==> src/rtl/mem_access_unit_pkg.sv <==
// Shared constants for the MEM-stage access engine: size masks and FSM state encodings.
package mem_access_unit_pkg;

  localparam logic [3:0] MEM_SEL_BYTE = 4'b0001;
  localparam logic [3:0] MEM_SEL_HALF = 4'b0011;
  localparam logic [3:0] MEM_SEL_WORD = 4'b1111;

  typedef enum logic [1:0] {
    MEMA_IDLE  = 2'd0,
    MEMA_BUSY  = 2'd1,
    MEMA_DRAIN = 2'd2,
    MEMA_DONE  = 2'd3
  } mema_state_t;

endpackage

==> src/rtl/mem_lane_align.sv <==
// Combinational lane steering: byte enables, store replication, misalignment detection,
// and load byte/half extraction with sign or zero extension.
module mem_lane_align
  import mem_access_unit_pkg::*;
(
  input  logic [3:0]  sel,
  input  logic [1:0]  addr_lo,
  input  logic [31:0] store_data,
  output logic [3:0]  be,
  output logic [31:0] wdata,
  output logic        misaligned,
  input  logic [3:0]  ld_sel,
  input  logic [1:0]  ld_off,
  input  logic        ld_sign,
  input  logic [31:0] rdata,
  output logic [31:0] load_data
);

  logic       is_word;
  logic       is_half;
  logic       ld_word;
  logic       ld_half;
  logic [7:0]  ld_byte_val;
  logic [15:0] ld_half_val;

  assign is_word = (sel == MEM_SEL_WORD);
  assign is_half = (sel == MEM_SEL_HALF);

  assign be         = sel << addr_lo;
  assign misaligned = (is_word && (addr_lo != 2'b00)) || (is_half && addr_lo[0]);

  always_comb begin
    wdata = {4{store_data[7:0]}};
    if (is_word)      wdata = store_data;
    else if (is_half) wdata = {2{store_data[15:0]}};
  end

  // Load side uses the size/offset latched at request time, not the live inputs.
  assign ld_word = (ld_sel == MEM_SEL_WORD);
  assign ld_half = (ld_sel == MEM_SEL_HALF);

  always_comb begin
    ld_byte_val = rdata[7:0];
    case (ld_off)
      2'd0:    ld_byte_val = rdata[7:0];
      2'd1:    ld_byte_val = rdata[15:8];
      2'd2:    ld_byte_val = rdata[23:16];
      default: ld_byte_val = rdata[31:24];
    endcase
  end

  assign ld_half_val = ld_off[1] ? rdata[31:16] : rdata[15:0];

  always_comb begin
    load_data = {{24{ld_sign & ld_byte_val[7]}}, ld_byte_val};
    if (ld_word)      load_data = rdata;
    else if (ld_half) load_data = {{16{ld_sign & ld_half_val[15]}}, ld_half_val};
  end

endmodule

==> src/rtl/mem_access_unit.sv <==
// MEM-stage data-memory access engine: alignment check, req/ack RAM handshake with timeout,
// pipeline stall generation and load-data extension.
module mem_access_unit
  import mem_access_unit_pkg::*;
#(
  parameter int ACK_TIMEOUT = 255
) (
  input  logic        clk,
  input  logic        rst_n,
  input  logic        flush,
  input  logic        mem_read_flag,
  input  logic        mem_write_flag,
  input  logic        mem_sign_flag,
  input  logic [3:0]  mem_sel,
  input  logic [31:0] address,
  input  logic [31:0] mem_write_data,
  output logic        ram_req,
  output logic        ram_we,
  output logic [3:0]  ram_be,
  output logic [31:0] ram_addr,
  output logic [31:0] ram_wdata,
  input  logic        ram_ack,
  input  logic [31:0] ram_rdata,
  output logic [31:0] load_data,
  output logic        done,
  output logic        stall_request,
  output logic        adel_flag,
  output logic        ades_flag,
  output logic [31:0] bad_vaddr,
  output logic        bus_err
);

  localparam logic [7:0] TIMEOUT_LIMIT = 8'(ACK_TIMEOUT);

  mema_state_t state;
  mema_state_t state_next;

  logic        access;
  logic        is_write;
  logic        misaligned;
  logic        start;
  logic        timeout_hit;
  logic [7:0]  wait_cnt;
  logic [3:0]  be_c;
  logic [31:0] wdata_c;
  logic [31:0] load_c;
  logic [3:0]  ld_sel;
  logic [1:0]  ld_off;
  logic        ld_sign;

  assign access   = (mem_read_flag | mem_write_flag) & ~flush;
  assign is_write = mem_write_flag;
  assign start    = access & ~misaligned;
  // Timeout fires on the wait cycle that brings the count up to ACK_TIMEOUT.
  assign timeout_hit = ((wait_cnt + 8'd1) == TIMEOUT_LIMIT);

  mem_lane_align u_lane (
    .sel        (mem_sel),
    .addr_lo    (address[1:0]),
    .store_data (mem_write_data),
    .be         (be_c),
    .wdata      (wdata_c),
    .misaligned (misaligned),
    .ld_sel     (ld_sel),
    .ld_off     (ld_off),
    .ld_sign    (ld_sign),
    .rdata      (ram_rdata),
    .load_data  (load_c)
  );

  always_ff @(posedge clk or negedge rst_n) begin
    if (!rst_n) state <= MEMA_IDLE;
    else        state <= state_next;
  end

  always_comb begin
    state_next = state;
    case (state)
      MEMA_IDLE:  if (start) state_next = MEMA_BUSY;
      MEMA_BUSY: begin
        if (ram_ack || timeout_hit) state_next = MEMA_DONE;
        else if (flush)             state_next = MEMA_DRAIN;
      end
      MEMA_DRAIN: if (ram_ack || timeout_hit) state_next = MEMA_IDLE;
      MEMA_DONE:  state_next = MEMA_IDLE;
      default:    state_next = MEMA_IDLE;
    endcase
  end

  always_comb begin
    stall_request = 1'b0;
    adel_flag     = 1'b0;
    ades_flag     = 1'b0;
    case (state)
      MEMA_IDLE: begin
        stall_request = start;
        adel_flag     = access & misaligned & ~is_write;
        ades_flag     = access & misaligned & is_write;
      end
      MEMA_BUSY, MEMA_DRAIN: stall_request = 1'b1;
      default: stall_request = 1'b0;
    endcase
  end

  assign bad_vaddr = address;

  // Request/response registers; the request is never withdrawn before ack or timeout.
  always_ff @(posedge clk or negedge rst_n) begin
    if (!rst_n) begin
      ram_req   <= 1'b0;
      ram_we    <= 1'b0;
      ram_be    <= 4'b0;
      ram_addr  <= 32'b0;
      ram_wdata <= 32'b0;
      load_data <= 32'b0;
      done      <= 1'b0;
      bus_err   <= 1'b0;
      wait_cnt  <= 8'b0;
      ld_sel    <= 4'b0;
      ld_off    <= 2'b0;
      ld_sign   <= 1'b0;
    end else begin
      done    <= 1'b0;
      bus_err <= 1'b0;
      case (state)
        MEMA_IDLE: begin
          if (start) begin
            ram_req   <= 1'b1;
            ram_we    <= is_write;
            ram_be    <= be_c;
            ram_addr  <= {address[31:2], 2'b00};
            ram_wdata <= wdata_c;
            ld_sel    <= mem_sel;
            ld_off    <= address[1:0];
            ld_sign   <= mem_sign_flag;
            wait_cnt  <= 8'b0;
          end
        end
        MEMA_BUSY: begin
          if (ram_ack) begin
            ram_req   <= 1'b0;
            load_data <= load_c;
            done      <= 1'b1;
          end else begin
            wait_cnt <= wait_cnt + 8'd1;
            if (timeout_hit) begin
              ram_req   <= 1'b0;
              load_data <= 32'b0;
              done      <= 1'b1;
              bus_err   <= 1'b1;
            end
          end
        end
        MEMA_DRAIN: begin
          if (ram_ack || timeout_hit) ram_req <= 1'b0;
          if (!ram_ack)               wait_cnt <= wait_cnt + 8'd1;
        end
        default: ;
      endcase
    end
  end

endmodule
==> config.mk <==
export PLATFORM = sky130hd
export DESIGN_NAME = mem_access_unit
export DESIGN_NICKNAME = d
export VERILOG_FILES = /design/src/rtl/mem_access_unit_pkg.sv /design/src/rtl/mem_lane_align.sv /design/src/rtl/mem_access_unit.sv
export SDC_FILE = /design/constraint.sdc
export NUM_CORES = 1
export LEC_CHECK = 0
export CORE_UTILIZATION = 29
export DETAILED_ROUTE_END_ITERATION = 7
export RECOVER_POWER = 50
export SLEW_MARGIN = 20
export SYNTH_ARGS = -nofsm -noshare
export SYNTH_HDL_FRONTEND = slang
export SYNTH_SLANG_ARGS = --single-unit
==> constraint.sdc <==
create_clock -name clk -period 2.5 [get_ports clk]
set_input_delay 0.25 -clock clk [delete_from_list [all_inputs] [get_ports clk]]
set_output_delay 0.25 -clock clk [all_outputs]
set_load 0.02 [all_outputs]
# Word-level counts from Yosys, hierarchy flattened
# Cells that the tools add are included.
[totals]
reg_bits = 119
in_bits = 107
[op_classes]
addsub = 1
n_eq_ne = 15
shifts = 1
mux = 29
bitwise = 11
n_reduce_logical = 16
[ops]
columns = ["cell", "count"]
rows = [
  ["$mux 32", 6],
  ["$pmux 8 s3", 1],
  ["$mux 16", 1],
  ["$mux 8", 2],
  ["$pmux 8 s2", 1],
  ["$mux 1", 11],
  ["$add 8x1->8 const B", 1],
  ["$eq 4x2->1 const B", 2],
  ["$eq 4x4->1 const B", 2],
  ["$eq 8x8->1 const B", 1],
  ["$mux 2", 4],
  ["$pmux 2 s4", 1],
  ["$and 1x1->1", 7],
  ["$eq 2x2->1 const B", 3],
  ["$ne 2x2->1 const B", 3],
  ["$ne 3x3->1 const B", 2],
  ["$reduce_and 3->1", 2],
  ["$reduce_bool 2->1", 3],
  ["$eq 2x1->1 const B", 2],
  ["$logic_not 2->1", 2],
  ["$reduce_and 2->1", 2],
  ["$reduce_and 4->1", 1],
  ["$shl 4x2->4", 1],
  ["$not 1->1", 3],
  ["7 further kinds", 9],
]

# Depth between registers and ports, before layout
[logic_depth]
word_depth = 7
depth_mapped = 9

# Cells and area by module
# Synthesis repeated with hierarchy kept, for this count alone.
[hier_totals]
hier_cells = 537
area_unflattened_um2 = 6352.3
[by_module_without_submodules]
columns = ["module", "instances", "cells_per_inst", "area_per_inst_um2", "seq_area_each_um2"]
rows = [
  ["mem_access_unit", 1, 365, 5061.1, 2977.9],
  ["mem_lane_align", 1, 172, 1291.2, 0.0],
]

# Least setup slack after synthesis
# OpenSTA, ideal clock, no wires.
[synth_path]
path_kind = "reg-to-output"
start = "reg state[0]"
end = "out stall_request"
t_arrival_ns = 1.660
required_time_ns = 2.250
path_slack_ns = 0.590
path_stages_with_launch = 10
cell_sequence = "dfrtp_1 inv_1 ha_1 nand2b_1 nor2_1 and2_1 buf_2 buf_2 nor2_1 nor2_1"
[synth_between]
elab_chain_cells = 3
elab_cells_between_ends = 5
cone_classes = "eq/ne: 2; mux: 1; reduce/logical: 2"
[synth_rtl]
columns = ["item", "line", "source"]
rows = [
  ["start: declaration", "mem_access_unit.sv:35", "mema_state_t state;"],
  ["start signal: assignment", "mem_access_unit.sv:73", "else state <= state_next;"],
  ["$eq 2x1->1 / $eq 2x2->1 (equally long branches)", "mem_access_unit.sv:94", "case (state)"],
  ["$reduce_or 2->1 (no source line)", "--", ""],
  ["$pmux 1 s2 *", "mem_access_unit.sv:94", ""],
  ["end: declaration", "mem_access_unit.sv:26", "output logic stall_request,"],
]
# Mark *: on every way between the ends. The rest lies on a longest branch, timed or not.

# Final worst setup path
[layout_path]
start = "reg state[0]"
end = "out ades_flag"
[layout_between]
elab_chain_cells = 2
[layout_rtl]
columns = ["item", "line", "source"]
rows = [
  ["$logic_not 2->1", "mem_access_unit.sv:94", ""],
  ["$mux 1", "mem_access_unit.sv:94", ""],
  ["end: declaration", "mem_access_unit.sv:28", "output logic ades_flag,"],
]
# No other way between the ends.

==> impl_metrics.env <==
export IMPL_async_reset_ff_share_pct=100
export IMPL_drc=0
export IMPL_std_cell_rows=51
export IMPL_diodes=0
export IMPL_ir_drop_v=0.000489
export IMPL_dr_pass1_iters=6
export IMPL_startpoint_type="flip-flop"
export IMPL_power_frac_comb_pct=44.2
export IMPL_fmax_ghz=0.424
export IMPL_clockBufferDepth=2
export IMPL_min_period_ps=2360
export IMPL_cp_required_ps=2250
export IMPL_cp_top_family="buffers and inverters"
export IMPL_leakage_nw=4.21
export IMPL_clock_sinks=119
export IMPL_core_area_sq_um=19800
export IMPL_tightestPinTransition_ps=1270
export IMPL_status="finished clean"
export IMPL_critPathSlowestCell="clkdlybuf4s50_1"
export IMPL_cts_setup_buffers=0
export IMPL_critPathMaxStageDelay_ps=630
export IMPL_clkTransAtPathRegs_ps=60
export IMPL_wire_per_inst_microns=16.2
export IMPL_dieArea_sq_um=21000
export IMPL_synth_top_family_by_area="simple AND/OR/NAND/NOR gates"
export IMPL_syn_to_final_growth_pct=53.6
export IMPL_grt_pass1_vias=5357
export IMPL_layout_drive_gt1_share_pct=7.93
export IMPL_dp_hpwl_microns=13200
export IMPL_viasPerCell=4.66
export IMPL_final_util_pct=46.1
export IMPL_p_seq_share_pct=31.7
export IMPL_initial_core_util_pct=30.0
export IMPL_die_w_microns=145
export IMPL_cp_depth=5
export IMPL_cts_buffers=17
export IMPL_hp_class="input pin to flip-flop"
export IMPL_yosys_warnings=0
export IMPL_p_sw_w=0.00394
export IMPL_ys_seq_elements=119
export IMPL_io_pins=246
export IMPL_place_congestion=0.807
export IMPL_clock_latency_ps=410
export IMPL_synth_compound_area_share_pct=16.1
export IMPL_nFillCells=1911
export IMPL_place_ws_ps=52.8
export IMPL_nets=971
export IMPL_final_cell_area_sq_um=9120
export IMPL_worstPathArrival_ps=2110
export IMPL_cts_max_level=4
export IMPL_switching_share_pct=38.4
export IMPL_hold_depth=3
export IMPL_grt_max_degree=53
export IMPL_syn_inst=635
export IMPL_power_frac_clock_pct=24.1
export IMPL_r2r_end="ram_wdata[10]$_DFFE_PN0P_"
export IMPL_syn_area_per_cell_sq_um=9.35
export IMPL_worstSetupStartpoint="state[0]$_DFFE_PN0P_"
export IMPL_synth_xor_xnor_area_share_pct=0.295
export IMPL_crit_chain="inv_1 > ha_1 > nand2b_1 > nor3_1 > clkdlybuf4s50_1"
export IMPL_clock_skew_ps=8.88
export IMPL_clockRootBuffer="clkbuf_16"
export IMPL_drtIter0Drc=200
export IMPL_finalHoldViolations=0
export IMPL_report_final_slew_viol_count=0
export IMPL_rr_worst_depth=8
export IMPL_grt_overflow=0
export IMPL_synth_edf_count=0
export IMPL_r2r_setup_slack_ps=440
export IMPL_tns_ps=0
export IMPL_ant_nets=0
export IMPL_r2r_start="state[0]$_DFFE_PN0P_"
export IMPL_yosysUniqueCellTypes=59
export IMPL_grt_usage_pct=17.8
export IMPL_rsz0062_at_grt="false"
export IMPL_synth_area_sq_um=5940
export IMPL_synth_seq_area_share_pct=50.2
export IMPL_synth_adder_area_share_pct=1.48
export IMPL_ys_flop_type="dfrtp_1"
export IMPL_muxShareOfSynthArea_pct=5.27
export IMPL_antenna_found_initial=0
export IMPL_p_per_area_nw_per_um2=1120
export IMPL_fp_dieH_microns=145
export IMPL_path_max_fanout=4
export IMPL_yosys_area_share_simple_pct=18.1
export IMPL_path_buf_inv=2
export IMPL_drv_cap=0
export IMPL_total_power_w=0.0102
export IMPL_endpoint="ades_flag"
export IMPL_wirelength_microns=18400
export IMPL_port_buffers=243
export IMPL_critical_path_class="flip-flop to output pin"
export IMPL_critPathCaptureType="output pin"
export IMPL_dpl_cell_area_sq_um=8530
export IMPL_vias=5284
export IMPL_fin_crit_sh_pct=94.4
export IMPL_maxSlewHeadroom_pct=15.3
export IMPL_grt_pass1_wl_microns=29400
export IMPL_setup_viol=0
export IMPL_cts_tree="yes"
export IMPL_internal_power_w=0.00631
export IMPL_finalWorstSetupSlack_ps=139
[worst reg2reg max path: stages, from the launching register on]
cell,delay (ps)
dfrtp_1,400
inv_1,160
ha_1,260
nand2b_1,110
nor2_1,120
and2_2,160
buf_4,470
o211ai_1,210
nand2_1,110
[worst min-delay path by stage]
stage                        startpoint                  endpoint  slack, ps
after floorplan                   rst_n         bus_err$_DFF_PN0_        -50
after global placement            rst_n         bus_err$_DFF_PN0_        340
after CTS                 mem_sign_flag       ld_sign$_DFFE_PN0P_        370
after detailed placement          rst_n         bus_err$_DFF_PN0_        340
final                     mem_sign_flag       ld_sign$_DFFE_PN0P_        380
after global routing        address[21]  ram_addr[21]$_DFFE_PN0P_        380
[through the flow]
stage | cells | hold slack [ps]
after floorplan | 636 | -45.6
after global placement | 1102 | 343
after detailed placement | 1102 | 342
after CTS | 1135 | 369
after global routing | 1135 | 377
final | 1135 | 382
[synth_stat cells, types with 2 or more instances]
library cell    n  area (sq um)
nand4_1         4          25.0
o311a_1         2          20.0
ha_1            7          87.6
nand3_1         4          20.0
o2bb2ai_1      33           289
buf_6           2          22.5
buf_2          17          85.1
o211a_1         2          20.0
a21oi_1         5          25.0
clkbuf_1       14          52.6
inv_1          22          82.6
nor2_1         28           105
a211o_1         3          26.3
nor3_1          6          30.0
nand2_1       188           706
buf_4          35           263
and4bb_2        2          25.0
a21o_1          2          15.0
dfrtp_1       119          2980
o221ai_1        8          70.1
and2_1          4          25.0
mux2i_1        29           290
nor3b_1         2          15.0
nor2b_1         4          25.0
and4_1          2          17.5
o211ai_1        9          67.6
a31oi_1         2          12.5
o21ai_0        45           225
and3_1          2          12.5
o31ai_1         4          30.0
[state kept, by name (all words and copies together), names as in the netlist]
signal and cells:
ld_sign 1, ld_sel 4, ram_we 1, load_data 32, ld_off 2, ram_be 4, bus_err 1, state 2
ram_addr 30, done 1, wait_cnt 8, ram_req 1, ram_wdata 32
[layer usage]
metal / GRT usage [%] / part of all wire (%) / vias to the layer above
li1: - / - / 2594
met4: 4.84 / 1.3 / 0
met2: 27.7 / 45 / 204
met5: 0 / 0 / -
met1: 22.3 / 44 / 2473
met3: 8.08 / 9.6 / 13
[repair_timing]
item,CTS,global route
pin swaps,0,0
hold buffers,1,0
setup endpoints to repair,2,1
gates resized for setup,2,1
endpoints found under the hold margin,43,0
[power groups by stage]
stage	combinational, W	sequential, W	clock [W]
after CTS	0.00469	0.00326	0.00255
after global routing	0.00493	0.00337	0.00264
after floorplan	0.00171	0.00400	0
after detailed placement	0.00470	0.00327	0
after global placement	0.00467	0.00325	0
final	0.00453	0.00324	0.00247
[cell type report]
cell class / instances / area, sq um / area share, %
clock buffers: 20 / 457 / 5.01
clock inverters: 12 / 144 / 1.58
inverters: 22 / 82.6 / 0.906
multi-input cells: 426 / 2470 / 27.1
flip-flops and latches: 119 / 2980 / 32.7
well taps: 265 / 332 / 3.64
repair buffers: 271 / 2660 / 29.2
[cells by family (layout without fill, tap and decap cells)]
| group | count (synthesis) | count (layout) |
|---|---|---|
| buffers and inverters | 91 | 325 |
| other | 1 | 2 |
| AO/OA/AOI/OAI | 131 | 131 |
| adder cells (fa/ha/maj) | 7 | 7 |
| flip-flops | 119 | 119 |
| XOR/XNOR | 2 | 2 |
| AND/OR/NAND/NOR | 254 | 254 |
| multiplexers | 30 | 30 |
[cell usage in the layout (no fill, tap or decap), types with 4 or more instances in the layout]
cell type / n
dfrtp_1: 119
nand2_1: 188
o21ai_0: 45
dlygate4sd3_1: 69
nand3_1: 4
clkbuf_16: 17
nor2_1: 28
nand4_1: 4
clkdlybuf4s50_1: 172
buf_4: 22
o221ai_1: 8
nor3_1: 6
a21oi_1: 5
o31ai_1: 4
o2bb2ai_1: 33
clkinv_4: 5
mux2i_1: 29
nor2b_1: 4
inv_1: 22
ha_1: 7
o211ai_1: 9
Note: power is estimated with default switching activity, not from simulation.
